**src/rtl/pipe_pkg.sv**
```systemverilog
// Shared load-path definitions: access-size encodings, the load result record and a
// misalignment helper used by the extract stage.
package pipe_pkg;

    localparam logic [1:0] SZ_BYTE  = 2'b00;
    localparam logic [1:0] SZ_HALF  = 2'b01;
    localparam logic [1:0] SZ_WORD  = 2'b10;
    localparam logic [1:0] SZ_DWORD = 2'b11;

    // The record is sized for the widest legal configuration; narrower instances zero-pad.
    localparam int unsigned LD_DATA_MAX = 64;
    localparam int unsigned LD_TAG_MAX  = 16;

    typedef struct packed {
        logic [LD_DATA_MAX-1:0] data;
        logic [LD_TAG_MAX-1:0]  tag;
        logic                   err;
    } ld_res_t;

    // Dword is only legal on a 64-bit datapath, and only at offset 0.
    function automatic logic ld_misaligned(input logic [1:0] size, input logic [2:0] off,
                                           input logic is_64);
        logic bad;
        case (size)
            SZ_BYTE: bad = 1'b0;
            SZ_HALF: bad = off[0];
            SZ_WORD: bad = |off[1:0];
            default: bad = !is_64 || (off != 3'd0);
        endcase
        return bad;
    endfunction

endpackage

```
**src/rtl/load_extract.sv**
```systemverilog
// Combinational lane select, sign/zero extension and alignment check for one load beat.
module load_extract
    import pipe_pkg::*;
#(
    parameter int unsigned DATA_W = 32,
    parameter int unsigned TAG_W  = 5
) (
    input  logic [DATA_W-1:0]         data_i,
    input  logic [$clog2(DATA_W/8)-1:0] off_i,
    input  logic [1:0]                size_i,
    input  logic                      signed_i,
    input  logic [TAG_W-1:0]          tag_i,
    output ld_res_t                   res_o
);

    logic [DATA_W-1:0] field;
    logic [DATA_W-1:0] ext;
    logic              err;

    assign field = data_i >> {off_i, 3'b000};

    // Size casts of a $signed operand replicate its MSB, which gives the sign extension.
    always_comb begin
        ext = '0;
        unique case (size_i)
            SZ_BYTE: ext = signed_i ? DATA_W'($signed(field[7:0]))  : DATA_W'(field[7:0]);
            SZ_HALF: ext = signed_i ? DATA_W'($signed(field[15:0])) : DATA_W'(field[15:0]);
            SZ_WORD: ext = signed_i ? DATA_W'($signed(field[31:0])) : DATA_W'(field[31:0]);
            default: ext = field;
        endcase
    end

    assign err = ld_misaligned(size_i, 3'(off_i), DATA_W == 64);

    assign res_o = '{
        data: err ? '0 : LD_DATA_MAX'(ext),
        tag:  LD_TAG_MAX'(tag_i),
        err:  err
    };

endmodule

```
**src/rtl/load_align_extend.sv**
```systemverilog
// MEM->WB load-data stage: aligned/extended load result registered behind a
// valid/ready handshake with a one-entry skid register so back-pressure never drops data.
module load_align_extend
    import pipe_pkg::*;
#(
    parameter int unsigned DATA_W = 32,
    parameter int unsigned TAG_W  = 5
) (
    input  logic                        clk,
    input  logic                        reset,
    input  logic                        flush,
    input  logic                        in_valid,
    output logic                        in_ready,
    input  logic [DATA_W-1:0]           in_data,
    input  logic [$clog2(DATA_W/8)-1:0] in_off,
    input  logic [1:0]                  in_size,
    input  logic                        in_signed,
    input  logic [TAG_W-1:0]            in_tag,
    output logic                        out_valid,
    input  logic                        out_ready,
    output logic [DATA_W-1:0]           out_data,
    output logic [TAG_W-1:0]            out_tag,
    output logic                        out_err
);

    ld_res_t ext_res;
    ld_res_t main_q, main_d;
    ld_res_t skid_q, skid_d;
    logic    out_valid_q, out_valid_d;
    logic    skid_valid_q, skid_valid_d;
    logic    accept;

    load_extract #(
        .DATA_W (DATA_W),
        .TAG_W  (TAG_W)
    ) u_extract (
        .data_i   (in_data),
        .off_i    (in_off),
        .size_i   (in_size),
        .signed_i (in_signed),
        .tag_i    (in_tag),
        .res_o    (ext_res)
    );

    assign in_ready = !skid_valid_q;
    assign accept   = in_valid && !skid_valid_q;

    // A full skid implies a full main register, so draining it takes priority over input.
    always_comb begin
        main_d       = main_q;
        skid_d       = skid_q;
        out_valid_d  = out_valid_q;
        skid_valid_d = skid_valid_q;
        if (flush) begin
            out_valid_d  = 1'b0;
            skid_valid_d = 1'b0;
        end else if (skid_valid_q) begin
            if (out_ready) begin
                main_d       = skid_q;
                out_valid_d  = 1'b1;
                skid_valid_d = 1'b0;
            end
        end else if (accept) begin
            if (!out_valid_q || out_ready) begin
                main_d      = ext_res;
                out_valid_d = 1'b1;
            end else begin
                skid_d       = ext_res;
                skid_valid_d = 1'b1;
            end
        end else if (out_ready) begin
            out_valid_d = 1'b0;
        end
    end

    always_ff @(posedge clk or posedge reset) begin
        if (reset) begin
            main_q       <= '0;
            skid_q       <= '0;
            out_valid_q  <= 1'b0;
            skid_valid_q <= 1'b0;
        end else begin
            main_q       <= main_d;
            skid_q       <= skid_d;
            out_valid_q  <= out_valid_d;
            skid_valid_q <= skid_valid_d;
        end
    end

    assign out_valid = out_valid_q;
    assign out_data  = main_q.data[DATA_W-1:0];
    assign out_tag   = main_q.tag[TAG_W-1:0];
    assign out_err   = main_q.err;

    // Padding bits of the record above DATA_W/TAG_W are always zero.
    logic unused_pad;
    assign unused_pad = ^{main_q.data, main_q.tag};

endmodule

```
**config.mk**
```make
export PLATFORM = sky130hd
export DESIGN_NAME = load_align_extend
export DESIGN_NICKNAME = d
export VERILOG_FILES = /design/src/rtl/pipe_pkg.sv /design/src/rtl/load_extract.sv /design/src/rtl/load_align_extend.sv
export SDC_FILE = /design/constraint.sdc
export NUM_CORES = 1
export LEC_CHECK = 0
export ABC_AREA = 1
export ABC_CLOCK_PERIOD_IN_PS = 3100
export CORE_ASPECT_RATIO = 0.5
export CORE_UTILIZATION = 25
export DETAILED_ROUTE_END_ITERATION = 12
export GPL_TIMING_DRIVEN = 0
export PLACE_DENSITY = 0.43
export SLEW_MARGIN = 30
export SYNTH_ARGS = -nofsm -noshare
export SYNTH_HDL_FRONTEND = slang
export SYNTH_SLANG_ARGS = --single-unit
```
**constraint.sdc**
```tcl
create_clock -name clk -period 3.1 [get_ports clk]
set_clock_uncertainty 0.2 [all_clocks]
set_input_delay 0.62 -clock clk [delete_from_list [all_inputs] [get_ports clk]]
set_output_delay 0.62 -clock clk [all_outputs]
set_load 0.1 [all_outputs]
```
==> flow_metrics.env, run 1 <==
export IMPL_ys_ff_latch=78
export IMPL_wl_per_cell_um=15.0
export IMPL_vias_per_cell=4.50
export IMPL_core_area_um2=16500
export IMPL_ioPinCount=87
export IMPL_arrival_ns=2.03
export IMPL_reg2reg_from="skid_valid_q"
export IMPL_grt_pass1_vias=3970
export IMPL_hold_end="out_data[26]"
export IMPL_multi_input_area_um2=1950
export IMPL_yosys_top_cells_area="dfrtp_1 46%, nand2_1 22%, o21ai_0 8.6%, nand3_1 4.3%, inv_1 3.6%"
export IMPL_drv_cap=0
export IMPL_gp_congestion=0.830
export IMPL_crit_path_max_fanout=10
export IMPL_fin_crit_ns=2.85
export IMPL_syn_area_um2=4260
export IMPL_clk_path_buf_depth=2
export IMPL_wirelength_um=14100
export IMPL_yosys_warnings=0
export IMPL_status="completed"
export IMPL_synth_top_area_share_pct=45.8
export IMPL_die_area_um2=17600
export IMPL_relSlewSlack_pct=34.3
export IMPL_dp_cells=926
export IMPL_tightest_slew_ns=0.982
export IMPL_portBuffers=85
export IMPL_area_growth_pct=35.7
export IMPL_hpwl_um=10500
export IMPL_netlist_instances=613
export IMPL_synthArstFlopShare_pct=100
export IMPL_hp_class="flip-flop to flip-flop"
export IMPL_grt_max_degree=50
export IMPL_setup_tns_ns=0
export IMPL_cts_max_level=3
export IMPL_vdd_drop_max_v=0.000348
export IMPL_diodes=0
export IMPL_numCtsBuffers=9
export IMPL_finalNonFillerCells=942
export IMPL_ys_seq_area_share_pct=45.8
export IMPL_antenna_found_initial=0
export IMPL_syn_nets=660
export IMPL_min_from="out_data[26]"
export IMPL_grt_usage_pct=16.7
export IMPL_cp_start_kind="flip-flop"
export IMPL_fmax_mhz=350
export IMPL_nFillCells=1817
export IMPL_critPathKind="flip-flop to primary output"
export IMPL_start_util_pct=25.8
export IMPL_insertion_delay_ns=0.34
export IMPL_ff2ff_path_depth=8
export IMPL_hold_viol_final=0
export IMPL_report_final_setup_viol=0
export IMPL_grt_setup_unrepaired="no"
export IMPL_synth_cell_types=21
export IMPL_leakage_nw=2.94
export IMPL_clk_pin_slew_ns=0.06
export IMPL_p_total_mw=3.90
export IMPL_drtPass1Iterations=5
export IMPL_rows=33
export IMPL_synth_edff_count=0
export IMPL_grt_overflow=0
export IMPL_crit_required_ns=2.28
export IMPL_synth_commonest_cells="249 x nand2_1, 78 x dfrtp_1, 73 x o21ai_0, 41 x inv_1, 37 x nand3_1"
export IMPL_slew_viol_final=0
export IMPL_die_h_um=94.3
export IMPL_vias=4235
export IMPL_dr_first_iter_drc_count=265
export IMPL_root_buffer="clkbuf_16"
export IMPL_period_share_pct=92.1
export IMPL_grt_pass1_wl_um=22400
export IMPL_fp_dieW_um=187
export IMPL_synthMostInstantiatedCell="nand2_1"
export IMPL_power_density_nw_per_um2=674
export IMPL_drive_gt1_share_pct=6.71
export IMPL_rrSetupSlack_ns=0.93
export IMPL_seq_area_um2=1950
export IMPL_ant_nets=0
export IMPL_cts_tree="yes"
export IMPL_drc=0
export IMPL_clock_sinks=78
export IMPL_syn_avg_cell_area_um2=6.95
export IMPL_yosysTopAreaCell="dfrtp_1"
export IMPL_hold_depth=2
export IMPL_crit_path_end_kind="primary output"
export IMPL_fin_nets=757
export IMPL_yosys_most_used_dff="dfrtp_1"
export IMPL_r2r_end="out_data[17]"
[through the flow]
step                      worst slack, ns  hold slack [ns]  util, %  cell area [µm²]
after global routing                0.111            0.296     35.0             5790
after floorplan                     0.285            0.248        -             4260
after global placement              -1.35            0.264     32.7             5400
after detailed placement           -0.420            0.268     32.9             5430
after CTS                          0.0372            0.285     35.0             5780
final                               0.246            0.278     35.0             5790
[final cells by class]
cell class                      instances  area share [%]
Timing Repair Buffer                   86            15.1
Tap cell                              227            4.91
Buffer                                 41            3.31
Sequential cell                        78            33.7
Clock inverter                          6            2.03
Inverter                               45            3.01
Clock buffer                           10            4.13
Multi-Input combinational cell        449            33.7
[state kept, by name, indices dropped and copies added (netlist names)]
signal and flops:
skid_q 38, skid_valid_q 1, out_valid 1, out_data 32, out_tag 5, out_err 1
[critical path, stage by stage (launching register included)]
cell and delay [ns]:
dfrtp_1 0.48, inv_2 0.13, clkbuf_1 0.40, clkbuf_2 0.34, buf_4 0.34
[worst max path at each step]
| stage | end | slack, ns | start |
|---|---|---|---|
| 6_report | in_ready | 0.25 | skid_valid_q |
| 5_1_grt | in_ready | 0.11 | skid_valid_q |
| 4_1_cts | in_ready | 0.04 | skid_valid_q |
| 3_5_place_dp | in_ready | -0.42 | skid_valid_q |
| 3_3_place_gp | out_data[2] | -1.35 | reset |
| 2_1_floorplan | out_data[0] | 0.28 | reset |
[layout by cell type (no fill, tap or decap), types with 4 or more instances in the layout]
cell type | synthesis | routed
clkdlybuf4s50_1 | 0 | 84
nand3_1 | 37 | 37
o211ai_1 | 5 | 5
dfrtp_1 | 78 | 78
inv_1 | 41 | 40
o21ai_0 | 73 | 73
inv_2 | 4 | 4
buf_1 | 5 | 4
o21ai_1 | 17 | 17
nor2_1 | 36 | 36
o21a_1 | 6 | 6
clkbuf_16 | 0 | 9
buf_2 | 17 | 17
nand2_1 | 249 | 249
a21oi_1 | 18 | 18
clkbuf_1 | 16 | 16
[logic make-up after synthesis]
logic type | synth area share, %
AOI/OAI and AO/OA | 14.6
and+or+nand+nor | 31.2
buffers and inverters | 8.42
DFF | 45.8
[layer usage]
layer  vias to the layer above  global-route usage [%]  part of all wire (%)
met3                         6                    3.57                   4.7
met1                      1996                    25.1                    54
met5                         -                       0                     0
met4                         0                    3.62                  0.57
met2                        95                    24.1                    41
li1                       2138                       -                     -
[power breakdown]
group,switching (mW),internal (mW)
Sequential,0.0928,1.20
Clock,0.462,0.817
Combinational,0.983,0.348
[repair_timing]
| item | 4_1_cts | 5_1_grt |
|---|---|---|
| hold buffers | 0 | 0 |
| endpoints found under the setup margin | 1 | 1 |
| resized for setup | 6 | 1 |
| buffers inserted | 0 | 0 |
Power figures use the tool's default switching activity.
==> run 2, diff against run 1 <==
--- a/config.mk
+++ b/config.mk
@@ -6,7 +6,7 @@
 export NUM_CORES = 1
 export LEC_CHECK = 0
 export ABC_AREA = 1
-export ABC_CLOCK_PERIOD_IN_PS = 3100
+export ABC_CLOCK_PERIOD_IN_PS = 2900
 export CORE_ASPECT_RATIO = 0.5
 export CORE_UTILIZATION = 25
 export DETAILED_ROUTE_END_ITERATION = 12
==> constraint.sdc (replaced) <==
create_clock -name clk -period 2.9 [get_ports clk]
set_clock_uncertainty 0.2 [all_clocks]
set_input_delay 0.58 -clock clk [delete_from_list [all_inputs] [get_ports clk]]
set_output_delay 0.58 -clock clk [all_outputs]
set_load 0.1 [all_outputs]
==> run 2 against run 1 <==
Against the previous run:
- die area stayed put
- critical path depth fell by 3
- clock power rose by 6%
- non-clock buffer count is 1 lower
- flip-flop and latch count did not move
- cell area is essentially flat
- wire length is 0.16% lower
- count of clock-buffer cells in the layout is the same
- cell count fell by 0.11%
==> flow_metrics.env, run 2 (synthesis results as in run 1) <==
export IMPL_report_final_setup_viol=0
export IMPL_critPathKind="flip-flop to primary output"
export IMPL_cp_cell_sequence="clkdlybuf4s50_1"
export IMPL_busiest_layer="met1"
export IMPL_fp_dieW_um=187
export IMPL_drive_gt1_share_pct=6.72
export IMPL_numCtsBuffers=9
export IMPL_min_from="out_data[26]"
export IMPL_grt_util_met2_pct=24.1
export IMPL_ioPinCount=87
export IMPL_reg2reg_from="skid_valid_q"
export IMPL_tightest_slew_ns=0.982
export IMPL_placed_area_um2=5430
export IMPL_crit_required_ns=2.12
export IMPL_place_ws_ns=-0.580
export IMPL_grt_setup_unrepaired="no"
export IMPL_grt_pass1_vias=3970
export IMPL_clock_sinks=78
export IMPL_use_met1_pct=25.1
export IMPL_fmax_mhz=381
export IMPL_vdd_drop_max_v=0.000371
export IMPL_drtPass1Iterations=5
export IMPL_arrival_ns=1.84
export IMPL_grt_usage_pct=16.7
export IMPL_multi_input_area_um2=1950
export IMPL_crit_path_max_fanout=2
export IMPL_cts_hold_buffers=0
export IMPL_period_share_pct=90.5
export IMPL_timing_final_ws_setup_ns=0.275
export IMPL_p_total_mw=4.16
export IMPL_top_register="skid_q"
export IMPL_hold_end="out_data[26]"
export IMPL_fin_crit_ns=2.62
export IMPL_hold_depth=2
export IMPL_cts_max_level=3
export IMPL_whs_ns=0.277
export IMPL_setup_tns_ns=0
export IMPL_fin_util_pct=35.0
export IMPL_seq_area_um2=1950
export IMPL_finalNonFillerCells=941
export IMPL_slew_viol_final=0
export IMPL_grt_overflow=0
export IMPL_hpwl_um=10500
export IMPL_largest_reg_flops=38
export IMPL_root_buffer="clkbuf_16"
export IMPL_drv_cap=0
export IMPL_crit_slowest_cell="clkdlybuf4s50_1"
export IMPL_die_area_um2=17600
export IMPL_drc=0
export IMPL_layout_common_cells="249 x nand2_1, 84 x clkdlybuf4s50_1, 78 x dfrtp_1"
export IMPL_nFillCells=1817
export IMPL_power_density_nw_per_um2=720
export IMPL_postLayoutCellArea_um2=5780
export IMPL_clk_pin_slew_ns=0.06
export IMPL_crit_path_end_kind="primary output"
export IMPL_clk_path_buf_depth=2
export IMPL_vias_per_cell=4.48
export IMPL_vias=4220
export IMPL_grt_max_degree=50
export IMPL_dr_first_iter_drc_count=266
export IMPL_wirelength_um=14100
export IMPL_hold_viol_final=0
export IMPL_diodes=0
export IMPL_dp_cells=926
export IMPL_die_h_um=94.3
export IMPL_rrSetupSlack_ns=0.57
export IMPL_cp_start_kind="flip-flop"
export IMPL_fin_nets=756
export IMPL_insertion_delay_ns=0.34
export IMPL_path_buf_inv=1
export IMPL_start_util_pct=25.8
export IMPL_rows=33
export IMPL_core_area_um2=16500
export IMPL_cts_tree="yes"
export IMPL_antenna_found_initial=0
export IMPL_ff2ff_path_depth=8
export IMPL_gp_congestion=0.830
export IMPL_leakage_nw=2.94
export IMPL_grt_pass1_wl_um=22400
export IMPL_ant_nets=0
export IMPL_status="completed"
export IMPL_area_growth_pct=35.6
export IMPL_postCtsSetupBuffers=0
export IMPL_portBuffers=85
export IMPL_wl_per_cell_um=15.0
export IMPL_max_stage_delay_ns=1.14
export IMPL_cp_top_family="buffers and inverters"
export IMPL_final_common_cell="nand2_1"
export IMPL_grtUsageMet3_pct=3.57
export IMPL_relSlewSlack_pct=34.3
export IMPL_hp_class="flip-flop to flip-flop"
export IMPL_r2r_end="out_data[17]"
run 2: what timing repair did:
| item | in CTS | in global routing |
|---|---|---|
| setup endpoints to repair | 1 | 1 |
| gates cloned | 0 | 0 |
| gates resized for setup | 7 | 0 |
run 2: worst max path at each step:
stage | startpoint | depth (start not counted) | endpoint | slack (ns)
5_1_grt | out_data[6] | 1 | out_data[6] | 0.21
2_1_floorplan | reset | 1 | out_data[0] | 0.12
6_report | out_data[6] | 1 | out_data[6] | 0.28
3_5_place_dp | skid_valid_q | 4 | in_ready | -0.58
4_1_cts | skid_valid_q | 4 | in_ready | 0.07
3_3_place_gp | reset | 2 | out_data[2] | -1.51
run 2: cell type report:
class                   count  area share, %
inverters                  45           3.01
multi-input cells         449           33.8
clock inverters             6           2.03
clock buffers              10           4.13
well taps                 227           4.91
repair buffers             86           15.1
plain buffers              40           3.25
flip-flops and latches     78           33.8
run 2: power by group:
group	total [mW]	internal (mW)	switching, mW
clock	1.36	0.873	0.489
sequential	1.38	1.28	0.0987
combinational	1.42	0.372	1.05
run 2: metal layers:
| layer | vias to the layer above | routed length, µm |
|---|---|---|
| li1 | 2132 | - |
| met1 | 1987 | 7610 |
| met2 | 96 | 5760 |
| met3 | 5 | 660 |
| met4 | 0 | 73 |
| met5 | - | 0 |
==> run 3, diff against run 2 <==
--- a/config.mk
+++ b/config.mk
@@ -8,9 +8,11 @@
 export ABC_AREA = 1
 export ABC_CLOCK_PERIOD_IN_PS = 2900
 export CORE_ASPECT_RATIO = 0.5
+export CORE_MARGIN = 3
 export CORE_UTILIZATION = 25
 export DETAILED_ROUTE_END_ITERATION = 12
 export GPL_TIMING_DRIVEN = 0
+export HOLD_SLACK_MARGIN = 0.12
 export PLACE_DENSITY = 0.43
 export SLEW_MARGIN = 30
 export SYNTH_ARGS = -nofsm -noshare
==> run 3 against run 2 <==
Against the previous run:
- maximum frequency is 0.55% lower
- via count is 0.43% lower
- register-to-register slack better by 0.08 ns
- critical path type unchanged
- highest routed layer unchanged
==> flow_metrics.env, run 3 (synthesis results as in run 1) <==
export IMPL_power_frac_comb_pct=36.6
export IMPL_nFillCells=1822
export IMPL_final_common_cell="nand2_1"
export IMPL_wl_per_cell_um=15.1
export IMPL_fin_crit_ns=2.64
export IMPL_drv_cap=0
export IMPL_ioPinCount=87
export IMPL_insertion_delay_ns=0.34
export IMPL_vias=4202
export IMPL_hpwl_um=10900
export IMPL_portBuffers=85
export IMPL_cp_cell_sequence="clkdlybuf4s50_1"
export IMPL_grt_max_degree=52
export IMPL_postLayoutCellArea_um2=5710
export IMPL_pwr_share_clk_pct=28.0
export IMPL_internal_power_mw=2.24
export IMPL_crit_path_end_kind="primary output"
export IMPL_root_buffer="clkbuf_16"
export IMPL_drive_gt1_share_pct=6.72
export IMPL_grt_pass1_vias=4249
export IMPL_clk_path_buf_depth=2
export IMPL_clk_pin_slew_ns=0.06
export IMPL_seqPwrFrac_pct=35.4
export IMPL_rows=33
export IMPL_vias_per_cell=4.46
export IMPL_hold_depth=2
export IMPL_largest_reg_flops=38
export IMPL_cp_start_kind="flip-flop"
export IMPL_die_h_um=98.3
export IMPL_grt_usage_pct=15.9
export IMPL_grt_overflow=0
export IMPL_start_util_pct=25.8
export IMPL_grt_pass1_wl_um=23500
export IMPL_swShare_pct=42.4
export IMPL_cts_max_level=3
export IMPL_arrival_ns=1.86
export IMPL_leakage_nw=2.90
export IMPL_ant_nets=0
export IMPL_cp_depth=1
export IMPL_drc=0
export IMPL_fmax_mhz=379
export IMPL_power_density_nw_per_um2=682
export IMPL_grt_setup_unrepaired="no"
export IMPL_place_ws_ns=-0.565
export IMPL_ff2ff_path_depth=8
export IMPL_slew_viol_final=0
export IMPL_switching_power_mw=1.65
export IMPL_hold_viol_final=0
export IMPL_clock_sinks=78
export IMPL_rrSetupSlack_ns=0.65
export IMPL_dr_first_iter_drc_count=290
export IMPL_gp_congestion=0.859
export IMPL_numCtsBuffers=9
export IMPL_top_register="skid_q"
export IMPL_tightest_slew_ns=0.982
export IMPL_core_area_um2=16500
export IMPL_critPathKind="flip-flop to primary output"
export IMPL_crit_slowest_cell="clkdlybuf4s50_1"
export IMPL_crit_required_ns=2.12
export IMPL_cp_top_family="buffers and inverters"
export IMPL_crit_path_max_fanout=2
export IMPL_drtPass1Iterations=5
export IMPL_cts_hold_buffers=0
export IMPL_vdd_drop_max_v=0.000293
export IMPL_cts_tree="yes"
export IMPL_status="completed"
export IMPL_period_share_pct=91.0
export IMPL_area_growth_pct=34.0
export IMPL_postCtsSetupBuffers=0
export IMPL_antenna_found_initial=0
export IMPL_layout_common_cells="249 x nand2_1, 84 x clkdlybuf4s50_1, 78 x dfrtp_1"
export IMPL_max_stage_delay_ns=1.15
export IMPL_fin_nets=756
export IMPL_wirelength_um=14300
export IMPL_hp_class="flip-flop to flip-flop"
export IMPL_path_buf_inv=1
export IMPL_fp_dieW_um=191
export IMPL_die_area_um2=18700
export IMPL_report_final_setup_viol=0
export IMPL_placed_area_um2=5430
export IMPL_timing_final_ws_setup_ns=0.261
export IMPL_relSlewSlack_pct=34.3
==> run 3: cell types whose count changed in the layout (fill, tap and decap cells not counted) <==
cell        previous run  this run
bufinv_16              3         0
clkbuf_8               1         0
clkinv_2               0         1
clkinv_4               1         2
clkinvlp_4             1         2
diode_2                0         1
inv_6                  1         2
==> run 3: area by class of cell <==
cell class	instances	area, µm²	share of cell area, %
sequential	78	1950	34.2
timing repair buffer	86	876	15.3
antenna	1	2.50	0.0438
inverter	45	174	3.05
clock inverter	7	57.6	1.01
clock buffer	9	225	3.94
tap	227	284	4.97
buffer	40	188	3.29
multi-input combinational	449	1950	34.2
==> run 3: through the flow <==
stage / hold WS, ns / setup TNS [ns] / power (mW) / util [%] / cells
2_1_floorplan: 0.248 / 0 / 2.42 / - / 613
3_3_place_gp: 0.265 / -116.45 / 2.82 / 32.7 / 925
3_5_place_dp: 0.267 / -0.565 / 2.84 / 32.9 / 926
4_1_cts: 0.283 / 0 / 3.95 / 34.6 / 942
5_1_grt: 0.302 / 0 / 4.11 / 34.6 / 941
6_report: 0.276 / 0 / 3.89 / 34.6 / 942
==> run 3: final timing paths <==
kind	startpoint	to
worst max-delay path	out_data[30]	out_data[30]
worst min-delay path	out_data[17]	out_data[17]
worst max register to register	skid_valid_q	out_data[18]
worst min register to register	out_data[17]	out_data[17]
max in group asynchronous	reset	out_data[1]
min in group asynchronous	reset	skid_q[42]
==> run 3: power groups by stage <==
stage	combinational (mW)	clock (mW)	sequential [mW]
floorplan	0.371	0	2.05
global placement	1.42	0	1.40
detailed placement	1.44	0	1.40
CTS	1.44	1.13	1.38
global route	1.53	1.18	1.41
finish	1.42	1.09	1.38
==> run 3: repair_timing <==
item,in CTS,in global routing
resized for setup,7,0
setup endpoints to repair,1,1
hold endpoints to repair,0,0
==> run 3: metal layers <==
metal	vias to the layer above	track usage, %	share of wire (%)	routed length, µm
met5	-	0	0	0
met4	0	2.48	0.75	107
met3	8	3.44	4.0	576
met2	79	23.7	42	6040
met1	1986	24.1	53	7540
li1	2129	-	-	-
